==> src/rtl/dsp_pkg.sv <==
// Shared constants for the MAC pipeline.
// The opmode word carries, per operand set:
//   [OP_PRESUB]             1: pre = d - b, 0: pre = d + b
//   [OP_POSTSUB]            1: r = m - z,   0: r = m + z
//   [OP_ZMUX_HI:OP_ZMUX_LO] post-adder z source (ZC / ZP / Z0, 2'b11 behaves as Z0)
// DSP_LAT is the in_valid -> out_valid latency in clock cycles.
package dsp_pkg;

  localparam logic [1:0] ZC = 2'b00;   // z = c, aligned with m
  localparam logic [1:0] ZP = 2'b01;   // z = current p (accumulate)
  localparam logic [1:0] Z0 = 2'b10;   // z = 0

  localparam int OP_PRESUB  = 0;
  localparam int OP_POSTSUB = 1;
  localparam int OP_ZMUX_LO = 2;
  localparam int OP_ZMUX_HI = 3;

  localparam int DSP_LAT = 4;

endpackage

==> src/rtl/dsp_postadd_sat.sv <==
// Post-adder with range check and optional saturation.
// Ports:
//   m      in  M_W  signed product
//   z      in  P_W  signed post-adder operand
//   sub    in  1    1: r = m - z, 0: r = m + z
//   p_next out P_W  result, clamped (SAT=1) or wrapped (SAT=0)
//   ovf    out 1    r does not fit in P_W signed bits
// Purely combinational; the caller owns the output register.
module dsp_postadd_sat #(
  parameter int P_W = 48,
  parameter int M_W = 37,
  parameter int SAT = 0
) (
  input  logic [M_W-1:0] m,
  input  logic [P_W-1:0] z,
  input  logic           sub,
  output logic [P_W-1:0] p_next,
  output logic           ovf
);

  logic signed [P_W:0] m_ext;
  logic signed [P_W:0] z_ext;
  logic signed [P_W:0] r;

  // One guard bit is enough: |m| and |z| both fit in P_W bits, so m +/- z
  // always fits in P_W+1. Overflow shows up as the top two bits differing.
  function automatic logic [P_W-1:0] sat_wrap(input logic signed [P_W:0] v);
    logic over;
    over = v[P_W] ^ v[P_W-1];
    if ((SAT != 0) && over)
      sat_wrap = v[P_W] ? {1'b1, {(P_W-1){1'b0}}} : {1'b0, {(P_W-1){1'b1}}};
    else
      sat_wrap = v[P_W-1:0];
  endfunction

  always_comb begin
    m_ext  = (P_W+1)'($signed(m));
    z_ext  = (P_W+1)'($signed(z));
    r      = sub ? (m_ext - z_ext) : (m_ext + z_ext);
    ovf    = r[P_W] ^ r[P_W-1];
    p_next = sat_wrap(r);
  end

endmodule

==> src/rtl/dsp_mac_pipe.sv <==
// Four-stage pipelined pre-add / multiply / post-add MAC.
//   p = a * (d +/- b) +/- z,  z in {c, p, 0}
// Ports:
//   clk       in  1    rising-edge clock
//   rst       in  1    asynchronous active-high reset
//   in_valid  in  1    operand set present this cycle
//   a         in  A_W  signed multiplicand
//   b, d      in  B_W/D_W signed pre-adder operands
//   c         in  C_W  signed post-adder operand
//   opmode    in  4    [0] pre-sub, [1] post-sub, [3:2] zmux
//   out_valid out 1    one-cycle pulse per completed valid set
//   p         out P_W  signed result, held between valid results
//   ovf       out 1    overflow flag of the result currently on p
// Every register is cleared by rst so in-flight sets are discarded and an
// accumulate after reset starts from p = 0.
module dsp_mac_pipe
  import dsp_pkg::*;
#(
  parameter int A_W = 18,
  parameter int B_W = 18,
  parameter int D_W = 18,
  parameter int C_W = 48,
  parameter int P_W = 48,
  parameter int SAT = 0
) (
  input  logic           clk,
  input  logic           rst,
  input  logic           in_valid,
  input  logic [A_W-1:0] a,
  input  logic [B_W-1:0] b,
  input  logic [D_W-1:0] d,
  input  logic [C_W-1:0] c,
  input  logic [3:0]     opmode,
  output logic           out_valid,
  output logic [P_W-1:0] p,
  output logic           ovf
);

  localparam int PA_W = ((B_W > D_W) ? B_W : D_W) + 1;
  localparam int M_W  = A_W + PA_W;

  if ((P_W < M_W) || (P_W < C_W)) begin : g_width_check
    $error("dsp_mac_pipe: P_W must be at least A_W+max(B_W,D_W)+1 and at least C_W");
  end

  // S1: operand capture
  logic signed [A_W-1:0] a_p0;
  logic signed [B_W-1:0] b_p0;
  logic signed [D_W-1:0] d_p0;
  logic signed [C_W-1:0] c_p0;
  logic [3:0]            op_p0;
  logic                  vld_p0;

  always_ff @(posedge clk or posedge rst) begin
    if (rst) begin
      a_p0   <= '0;
      b_p0   <= '0;
      d_p0   <= '0;
      c_p0   <= '0;
      op_p0  <= '0;
      vld_p0 <= 1'b0;
    end else begin
      a_p0   <= a;
      b_p0   <= b;
      d_p0   <= d;
      c_p0   <= c;
      op_p0  <= opmode;
      vld_p0 <= in_valid;
    end
  end

  // S2: pre-adder
  logic signed [PA_W-1:0] pre_c;
  logic signed [A_W-1:0]  a_p1;
  logic signed [PA_W-1:0] pre_p1;
  logic signed [C_W-1:0]  c_p1;
  logic                   sub_p1;
  logic [1:0]             zmux_p1;
  logic                   vld_p1;

  always_comb begin
    if (op_p0[OP_PRESUB])
      pre_c = PA_W'(d_p0) - PA_W'(b_p0);
    else
      pre_c = PA_W'(d_p0) + PA_W'(b_p0);
  end

  always_ff @(posedge clk or posedge rst) begin
    if (rst) begin
      a_p1    <= '0;
      pre_p1  <= '0;
      c_p1    <= '0;
      sub_p1  <= 1'b0;
      zmux_p1 <= '0;
      vld_p1  <= 1'b0;
    end else begin
      a_p1    <= a_p0;
      pre_p1  <= pre_c;
      c_p1    <= c_p0;
      sub_p1  <= op_p0[OP_POSTSUB];
      zmux_p1 <= op_p0[OP_ZMUX_HI:OP_ZMUX_LO];
      vld_p1  <= vld_p0;
    end
  end

  // S3: multiplier
  logic signed [M_W-1:0] m_c;
  logic signed [M_W-1:0] m_p2;
  logic signed [C_W-1:0] c_p2;
  logic                  sub_p2;
  logic [1:0]            zmux_p2;
  logic                  vld_p2;

  // Both factors widened to M_W so the product is formed at full precision.
  assign m_c = M_W'(a_p1) * M_W'(pre_p1);

  always_ff @(posedge clk or posedge rst) begin
    if (rst) begin
      m_p2    <= '0;
      c_p2    <= '0;
      sub_p2  <= 1'b0;
      zmux_p2 <= '0;
      vld_p2  <= 1'b0;
    end else begin
      m_p2    <= m_c;
      c_p2    <= c_p1;
      sub_p2  <= sub_p1;
      zmux_p2 <= zmux_p1;
      vld_p2  <= vld_p1;
    end
  end

  // S4: z select, post-add, range handling, output register
  logic signed [P_W-1:0] p_q;
  logic signed [P_W-1:0] z_c;
  logic [P_W-1:0]        p_next;
  logic                  ovf_next;

  // ZP reads p_q directly: the previous valid result is already registered
  // when the next entry reaches this stage, so back-to-back accumulates
  // need no forwarding path or stall.
  always_comb begin
    case (zmux_p2)
      ZC:      z_c = P_W'(c_p2);
      ZP:      z_c = p_q;
      default: z_c = '0;
    endcase
  end

  dsp_postadd_sat #(
    .P_W (P_W),
    .M_W (M_W),
    .SAT (SAT)
  ) u_postadd (
    .m      (m_p2),
    .z      (z_c),
    .sub    (sub_p2),
    .p_next (p_next),
    .ovf    (ovf_next)
  );

  always_ff @(posedge clk or posedge rst) begin
    if (rst) begin
      p_q       <= '0;
      ovf       <= 1'b0;
      out_valid <= 1'b0;
    end else begin
      out_valid <= vld_p2;
      if (vld_p2) begin
        p_q <= p_next;
        ovf <= ovf_next;
      end
    end
  end

  assign p = p_q;

endmodule

==> config.mk <==
export PLATFORM = sky130hd
export DESIGN_NAME = dsp_mac_pipe
export DESIGN_NICKNAME = d
export VERILOG_FILES = /design/src/rtl/dsp_pkg.sv /design/src/rtl/dsp_postadd_sat.sv /design/src/rtl/dsp_mac_pipe.sv
export SDC_FILE = /design/constraint.sdc
export NUM_CORES = 2
export LEC_CHECK = 0
export CAP_MARGIN = 20
export CORE_MARGIN = 2
export CORE_UTILIZATION = 36
export CTS_CLUSTER_SIZE = 16
export DETAILED_ROUTE_END_ITERATION = 7
export HOLD_SLACK_MARGIN = 0.1
export PLACE_DENSITY = 0.63
export SLEW_MARGIN = 0
export SYNTH_ARGS = -nofsm -noshare
export SYNTH_HDL_FRONTEND = slang
export SYNTH_SLANG_ARGS = --single-unit
==> constraint.sdc <==
create_clock -name clk -period 30.3 [get_ports clk]
set_input_delay 7.575 -clock clk [delete_from_list [all_inputs] [get_ports clk]]
set_output_delay 7.575 -clock clk [all_outputs]
set_load 0.01 [all_outputs]
==> impl_metrics.env <==
export IMPL_die_height_microns=278.7
export IMPL_cts_resized_gates=0
export IMPL_grt_pass1_wl_mm=102.8
export IMPL_drc=0
export IMPL_syn_avg_cell_area_sq_um=10.32
export IMPL_critPathArrivalTime_ns=10.26
export IMPL_htreeDepth=2
export IMPL_ios=159
export IMPL_tns_ns=0
export IMPL_yosysSeqAreaShare_pct=30.86
export IMPL_multi_input_area_sq_um=16840
export IMPL_critPathLaunch="rst"
export IMPL_max_freq_mhz=102.6
export IMPL_cap_violations=0
export IMPL_worstPathCellList="clkdlybuf4s50_1 -> inv_8 -> buf_12 -> buf_4"
export IMPL_worst_skew_pair_late_latency_ns=0.57
export IMPL_root_buffer="clkbuf_16"
export IMPL_worst_path_stages=4
export IMPL_timing_rr_start="pre_p1[7]"
export IMPL_cts_tree="done"
export IMPL_worst_setup_path_end_kind="asynchronous set/reset pin"
export IMPL_io_buffers=158
export IMPL_path_max_fanout=142
export IMPL_r2r_slack_ns=22.63
export IMPL_ys_ff_latch=335
export IMPL_crit_type="in2async"
export IMPL_num_vias=18090
export IMPL_synth_distinct_cells=79
export IMPL_clock_sinks=335
export IMPL_finClkSkew_ns=0.02011
export IMPL_hpwl_mm=46.65
export IMPL_rsz0062_at_grt="false"
export IMPL_antenna_found_initial=3
export IMPL_regArea_sq_um=8389
export IMPL_syn_area_sq_um=27160
export IMPL_min_period_ns=9.751
export IMPL_grt_usage_pct=16.38
export IMPL_syn_inst=2631
export IMPL_yosysWarnings=0
export IMPL_wl_per_cell_microns=16.19
export IMPL_initial_core_util_pct=36.42
export IMPL_ctsHoldBuffers=0
export IMPL_area_growth_syn_to_layout_pct=14.70
export IMPL_gp_congestion=0.8525
export IMPL_rows=100
export IMPL_outcome="finished, final reports clean"
export IMPL_drtIter0Drc=899
export IMPL_crit_buf_inv=4
export IMPL_grt_overflow=0
export IMPL_final_nets=3380
export IMPL_synthArstFlopShare_pct=100.0
export IMPL_r2r_end="m_p2[36]"
export IMPL_antenna_cells=0
export IMPL_die_w_microns=278.7
export IMPL_post_cts_buffers=0
export IMPL_via_per_inst=4.810
export IMPL_clockBufferDepth=3
export IMPL_cts_buffers=40
export IMPL_period_share_pct=32.18
export IMPL_drt_total_wl_mm=60.90
export IMPL_synth_edf_count=0
export IMPL_reg2reg_depth=24
export IMPL_finalHoldViolations=0
export IMPL_setup_viol=0
export IMPL_drive_gt1_share_pct=5.337
export IMPL_crit_end="vld_p2"
export IMPL_core_area_sq_um=74570
export IMPL_max_slew_margin_pct=39.58
export IMPL_cts_clk_slew_worst_paths_ns=0.06
export IMPL_first_pass_iters=5
export IMPL_tightest_slew_ns=0.9063
export IMPL_die_area_sq_um=77660
export IMPL_fillers=7210
export IMPL_crit_path_start_kind="input pin"
export IMPL_maxSlewViolCount=0
export IMPL_grt_pass1_vias=19320
export IMPL_grt_max_degree=143
export IMPL_required_ns=30.81
export IMPL_drtAntennaViolNets=0
export IMPL_crit_slowest_cell="buf_4"
export IMPL_synth_nets=3250
export IMPL_hold_path_class="reg2reg"
export IMPL_cp_top_family="buffers and inverters"
export IMPL_crit_path_max_incr_delay_ns=0.82
export IMPL_ys_flop_type="dfrtp_1"
-- placed cells by master (no fill, tap or decap), types with 14 or more instances in the layout --
cell type and instances:
o21a_1 14, mux2i_1 41, ha_1 163, nor3_1 46
and2_1 176, a31oi_1 14, a211oi_1 27, clkdlybuf4s50_1 158
a21oi_1 138, dfrtp_1 332, inv_1 422, o21bai_1 20
nand3_1 20, fa_1 347, xnor2_1 117, o21ai_0 53
nor2_1 154, a21o_1 29, nand2_1 213, mux2_2 42
xor2_1 35, clkbuf_16 41, nand2b_1 17
-- cell type report --
| cell class | instances | area share, % |
|---|---|---|
| Sequential cell | 335 | 26.93 |
| Multi-Input combinational cell | 1788 | 54.06 |
| Clock buffer | 52 | 3.651 |
| Tap cell | 969 | 3.892 |
| Clock inverter | 21 | 0.8836 |
| Inverter | 424 | 5.133 |
| Timing Repair Buffer | 172 | 5.454 |
-- worst register-to-register path, delay by kind of cell, from the launching register on --
kind | cells | cell delay, ns
AOI/OAI and AO/OA | 10 | 2.22
and+or+nand+nor | 1 | 0.20
buffers and inverters | 5 | 0.25
DFF | 1 | 0.86
adders and majority gates | 7 | 3.38
xor gates and xnor gates | 1 | 0.58
-- synthesized netlist by cell type, types with 5 or more instances --
library cell	count	area, sq um
ha_1	163	2039
and2_1	176	1101
nor4_1	10	62.56
xnor2_1	117	1025
a31oi_1	14	87.58
a21o_1	29	217.7
o21ai_0	53	265.3
buf_1	10	37.54
dfrtp_1	335	8383
nor2b_1	8	50.05
nor3_1	46	230.2
o31ai_1	6	45.04
mux2i_1	41	410.4
a211oi_1	27	202.7
o21bai_1	20	150.1
clkbuf_1	65	244.0
xor2_1	35	306.5
and3_1	8	50.05
inv_1	423	1588
nand4_1	6	37.54
o21a_1	14	105.1
o211ai_1	5	37.54
mux2_2	42	473.0
nor2_1	154	578.1
nand3_1	20	100.1
fa_1	347	6947
a21oi_1	138	690.7
nand2_1	213	799.5
or2_2	6	37.54
nand2b_1	17	106.4
buf_2	6	30.03
-- worst min-delay path by stage --
stage | cells after the start | endpoint | from
6_report | 0 | a_p1[14] | a_p0[14]
5_1_grt | 0 | c_p2[47] | c_p1[47]
4_1_cts | 0 | a_p1[14] | a_p0[14]
3_5_place_dp | 0 | a_p1[7] | a_p0[7]
3_3_place_gp | 0 | c_p2[16] | c_p1[16]
2_1_floorplan | 0 | a_p1[0] | a_p0[0]
-- routing by layer --
layer / track usage, % / up-vias / share of wire (%)
li1: - / 8618 / -
met1: 22.57 / 9056 / 47
met2: 27.25 / 337 / 47
met3: 2.176 / 81 / 4.0
met4: 4.287 / 0 / 2.3
met5: 0 / - / 0
-- flip-flops by register name, summed over array words and instances, names as in the netlist, 2 cells and up --
register	count
op_p0	4
d_p0	18
c_p2	48
c_p1	48
b_p0	18
zmux_p1	2
zmux_p2	2
a_p0	18
pre_p1	19
c_p0	48
m_p2	37
a_p1	18
p	48
-- through the flow --
stage	hold WS (ns)	utilization [%]	cells	instance area [sq um]	setup slack, ns
floorplan	0.3312	-	2631	27160	13.44
global placement	0.3310	39.88	3688	29740	19.86
detailed placement	0.3347	39.88	3688	29740	19.84
CTS	0.3432	41.78	3761	31150	20.46
global route	0.3451	41.78	3761	31150	20.06
finish	0.3401	41.78	3761	31150	20.55
-- cell families after synthesis --
family | share of synthesized area, %
compound gates | 8.361
xor+xnor | 4.984
fa+ha+maj | 33.08
buf+inv | 7.131
flops | 30.86
mux | 3.252
simple gates | 12.32
Power is left out: the tool's default activity adds up to more than one toggle a clock period on the data nets, which glitch-free logic cannot reach.
==> edit 1: new RTL, same settings <==
`SAT` is set to 0 in 2 places; all go to 1. Comments in the files are not updated.
--- a/src/rtl/dsp_postadd_sat.sv
+++ b/src/rtl/dsp_postadd_sat.sv
@@ -10,5 +10,5 @@
   parameter int P_W = 48,
   parameter int M_W = 37,
-  parameter int SAT = 0
+  parameter int SAT = 1
 ) (
   input  logic [M_W-1:0] m,
--- a/src/rtl/dsp_mac_pipe.sv
+++ b/src/rtl/dsp_mac_pipe.sv
@@ -22,5 +22,5 @@
   parameter int C_W = 48,
   parameter int P_W = 48,
-  parameter int SAT = 0
+  parameter int SAT = 1
 ) (
   input  logic           clk,
Function: changed (Yosys sat finds a counterexample within 10 cycles, from zero or initial values and one cycle with rst high).
==> edit 1 against the unedited design <==
Synthesized area grew 2.4%. Setup slack improved by 0.16 ns. Routed wire length is 8.7% higher. Sequential cell count stayed put. Clock skew is 0.0033 ns higher. Via count grew 5.3%. Final cell count increased by 4.9%. Critical endpoint unchanged. Global-route usage is 0.92 points higher. Final area up 2.3%.
Power is left out: the tool's default activity adds up to more than one toggle a clock period on the data nets, which glitch-free logic cannot reach.
==> edit 1: results (changes against the unedited design) <==
stage	metric	value	unit	change
min_path	Worst Hold End	c_p1[29]$_DFF_PP0_		
grt	met2 Use GR	27.7	%	+0.44 points
synthesis	Cell variety after synth	73		-7.6%
placed_design	Post-DP HPWL	49000	µm	+5.1%
grt	vias in the first global route	20100		+3.8%
worst_setup_path	R2R setup slack	22.37	ns	-0.26 ns
placed_design	placed cells	3870		+4.9%
drt	final wirelength	66200	µm	+8.7%
worst_setup_path	maximum fanout along the worst path	74		-48%
drt	met2 routed WL	29900	µm	+4.5%
synthesis	Post-synth top cells	inv_1 (477), fa_1 (347), dfrtp_1 (335)		
worst_setup_path	FF-to-FF End	p[31]$_DFFE_PP0P_		
placed_design	placed cell areas	30400	µm²	+2.2%
run_status	status	completed		
synthesis	sequential share of the synthesized area	30.1	%	-0.72 points
drt	routed wl met3	3910	µm	+60%
grt	total track usage	17.3	%	+0.92 points
worst_setup_path	Crit path arrival time	10.10	ns	-0.16 ns
drt	DR iter-0 viols	1090		+21%
finish	# nets final	3501		+3.6%
grt	first-pass GRT wire length	109000	µm	+5.7%
drt	wire per inst	16.8	µm	+3.7%
placed_design	GP Congestion	0.871		+2.2%
finish	share of cells above drive strength 1	4.26	%	-1.1 points
synthesis	Syn Area/Cell	10.1	µm²	-2.5%
[edit 1: changes by cell type in the layout (fill, tap and decap cells not counted), sizes merged, moves of 14 or more]
| cell | delta |
|---|---|
| inv | +54 |
| o22ai | +45 |
| mux2 | -40 |
| nand2 | -22 |
| a311oi | +19 |
| o21ai | +17 |
| a21o | +14 |
[edit 1: logic make-up after synthesis]
| kind of cell | Yosys count | synth area share, % |
|---|---|---|
| AO/OA/AOI/OAI | 442 | 10.2 |
| flip-flops | 335 | 30.1 |
| buffers and inverters | 577 | 8.03 |
| AND/OR/NAND/NOR | 695 | 12.5 |
| multiplexers | 51 | 1.84 |
| XOR/XNOR | 153 | 4.98 |
| adder cells (fa/ha/maj) | 511 | 32.4 |
[edit 1: cell type report]
class,instances,area [µm²]
sequential,335,8390
clock inverter,21,302
multi-input combinational,1852,17200
fill,7309,44300
clock buffer,53,1160
antenna,1,2.50
inverter,478,1800
tap,1030,1290
timing repair buffer,175,1710
==> edit 2: new RTL, same flow settings <==
Without the edit above. Add an input register stage for `opmode`, without a reset; this delays it by one clock. The other inputs are not delayed to match.
--- a/src/rtl/dsp_mac_pipe.sv
+++ b/src/rtl/dsp_mac_pipe.sv
@@ -40,4 +40,10 @@
   localparam int M_W  = A_W + PA_W;
 
+  logic [3:0] opmode_q;
+
+  always_ff @(posedge clk) begin
+    opmode_q <= opmode;
+  end
+
   if ((P_W < M_W) || (P_W < C_W)) begin : g_width_check
     $error("dsp_mac_pipe: P_W must be at least A_W+max(B_W,D_W)+1 and at least C_W");
@@ -65,5 +71,5 @@
       d_p0   <= d;
       c_p0   <= c;
-      op_p0  <= opmode;
+      op_p0  <= opmode_q;
       vld_p0 <= in_valid;
     end
Function: changed (Yosys sat finds a counterexample within 10 cycles, from zero or initial values and one cycle with rst high).
==> edit 2 against the unedited design <==
Die area grew 0.29%. Sequential cell count grew 4. Synthesized cell count grew 0.15%. Highest routed layer unchanged. Routed wire length grew 0.71%. Sequential share of layout area grew 0.19 points. Critical path depth is the same. First-iteration DRC count grew 4.9%. Count of clock-buffer cells in the layout is the same. Synthesized area grew 0.29%. Setup slack lost 0.14 ns. Final area grew 0.25%.
Power is left out: the tool's default activity adds up to more than one toggle a clock period on the data nets, which glitch-free logic cannot reach.
==> edit 2: results (changes against the unedited design) <==
stage	metric	value	unit	change
run_status	status	completed		
drt	wire length on met1	28200	µm	-1.0%
synthesis	post-synthesis compound-gate area fraction	8.34	%	-0.025 points
synthesis	Async SR Flop Fraction	98.8	%	-1.2 points
synthesis	Syn Area/Cell	10.3	µm²	+0.14%
placed_design	placed cells	3697		+0.24%
drt	final wirelength	61300	µm	+0.71%
synthesis	adder-cell share of the synthesized area	33.0	%	-0.097 points
grt	vias in the first global route	19500		+0.74%
grt	met2 Use GR	28.1	%	+0.81 points
finish	Reg area	8470	µm²	+0.95%
synthesis	mux contribution to synthesized area	3.24	%	-0.0096 points
finish	count of non-CTS inverters in the layout	424		unchanged
clock_network	Clock Latency Late Sink	0.59	ns	+0.02 ns
finish	share of cells above drive strength 1	5.42	%	+0.088 points
timing	Max transition margin	35.8	%	-3.8 points
worst_setup_path	R2R setup slack	22.54	ns	-0.09 ns
placed_design	Post-DP HPWL	47500	µm	+1.8%
placed_design	placed cell areas	29800	µm²	+0.35%
synthesis	Cell variety after synth	80		+1.3%
timing	Final Skew	0.0437	ns	+0.0236 ns
grt	first-pass GRT wire length	103000	µm	+0.42%
grt	met1 Use GR	22.3	%	-0.22 points
placed_design	Post-Place Setup Slack	19.54	ns	-0.301 ns
finish	clk tree area frac	4.35	%	-0.18 points
drt	routed wl met3	2650	µm	+8.6%
synthesis	post-synthesis xor/xnor area fraction	4.97	%	-0.015 points
placed_design	GP Congestion	0.854		+0.13%
finish	Buffers, non-clock	178		+3.5%
finish	Non-clock buffering overhead	5.61	%	+0.15 points
worst_setup_path	Reg2Reg Launch Point	pre_p1[6]$_DFF_PP0_		
grt	largest net degree at the start of global routing	115		-20%
worst_setup_path	critical path's largest stage delay	0.85	ns	+0.03 ns
finish	# nets final	3391		+0.33%
drt	met2 routed WL	29300	µm	+2.2%
drt	DR iter-0 viols	943		+4.9%
finish	Seq/total area	27.1	%	+0.19 points
finish	fillcell total	7173		-0.51%
worst_setup_path	Crit path arrival time	10.43	ns	+0.17 ns
finish	final non-filler cell total	3771		+0.27%
clock_network	CTS H-tree depth	2		unchanged
grt	total track usage	16.5	%	+0.14 points
clock_network	Num CTS Buffers	41		+2.5%
synthesis	top cells by area, synth	dfrtp_1 (31%), fa_1 (26%), ha_1 (7.5%)		
## edit 2: worst min-delay path by stage
stage | cells after the start | end | slack [ns] | start
after floorplan | 0 | op_p0[0]$_DFF_PP0_ | 0.32 | opmode_q[0]$_DFF_P_
after global routing | 0 | op_p0[3]$_DFF_PP0_ | 0.34 | opmode_q[3]$_DFF_P_
final | 0 | op_p0[3]$_DFF_PP0_ | 0.33 | opmode_q[3]$_DFF_P_
after global placement | 0 | op_p0[0]$_DFF_PP0_ | 0.32 | opmode_q[0]$_DFF_P_
after CTS | 0 | op_p0[3]$_DFF_PP0_ | 0.33 | opmode_q[3]$_DFF_P_
after detailed placement | 0 | op_p0[3]$_DFF_PP0_ | 0.32 | opmode_q[3]$_DFF_P_
## edit 2: logic make-up (layout without fill, tap and decap cells)
group | Yosys count | in the layout
buf+inv | 508 | 675
compound gates | 355 | 355
xor+xnor | 153 | 153
simple gates | 687 | 687
flops | 339 | 339
mux | 83 | 83
fa+ha+maj | 510 | 510
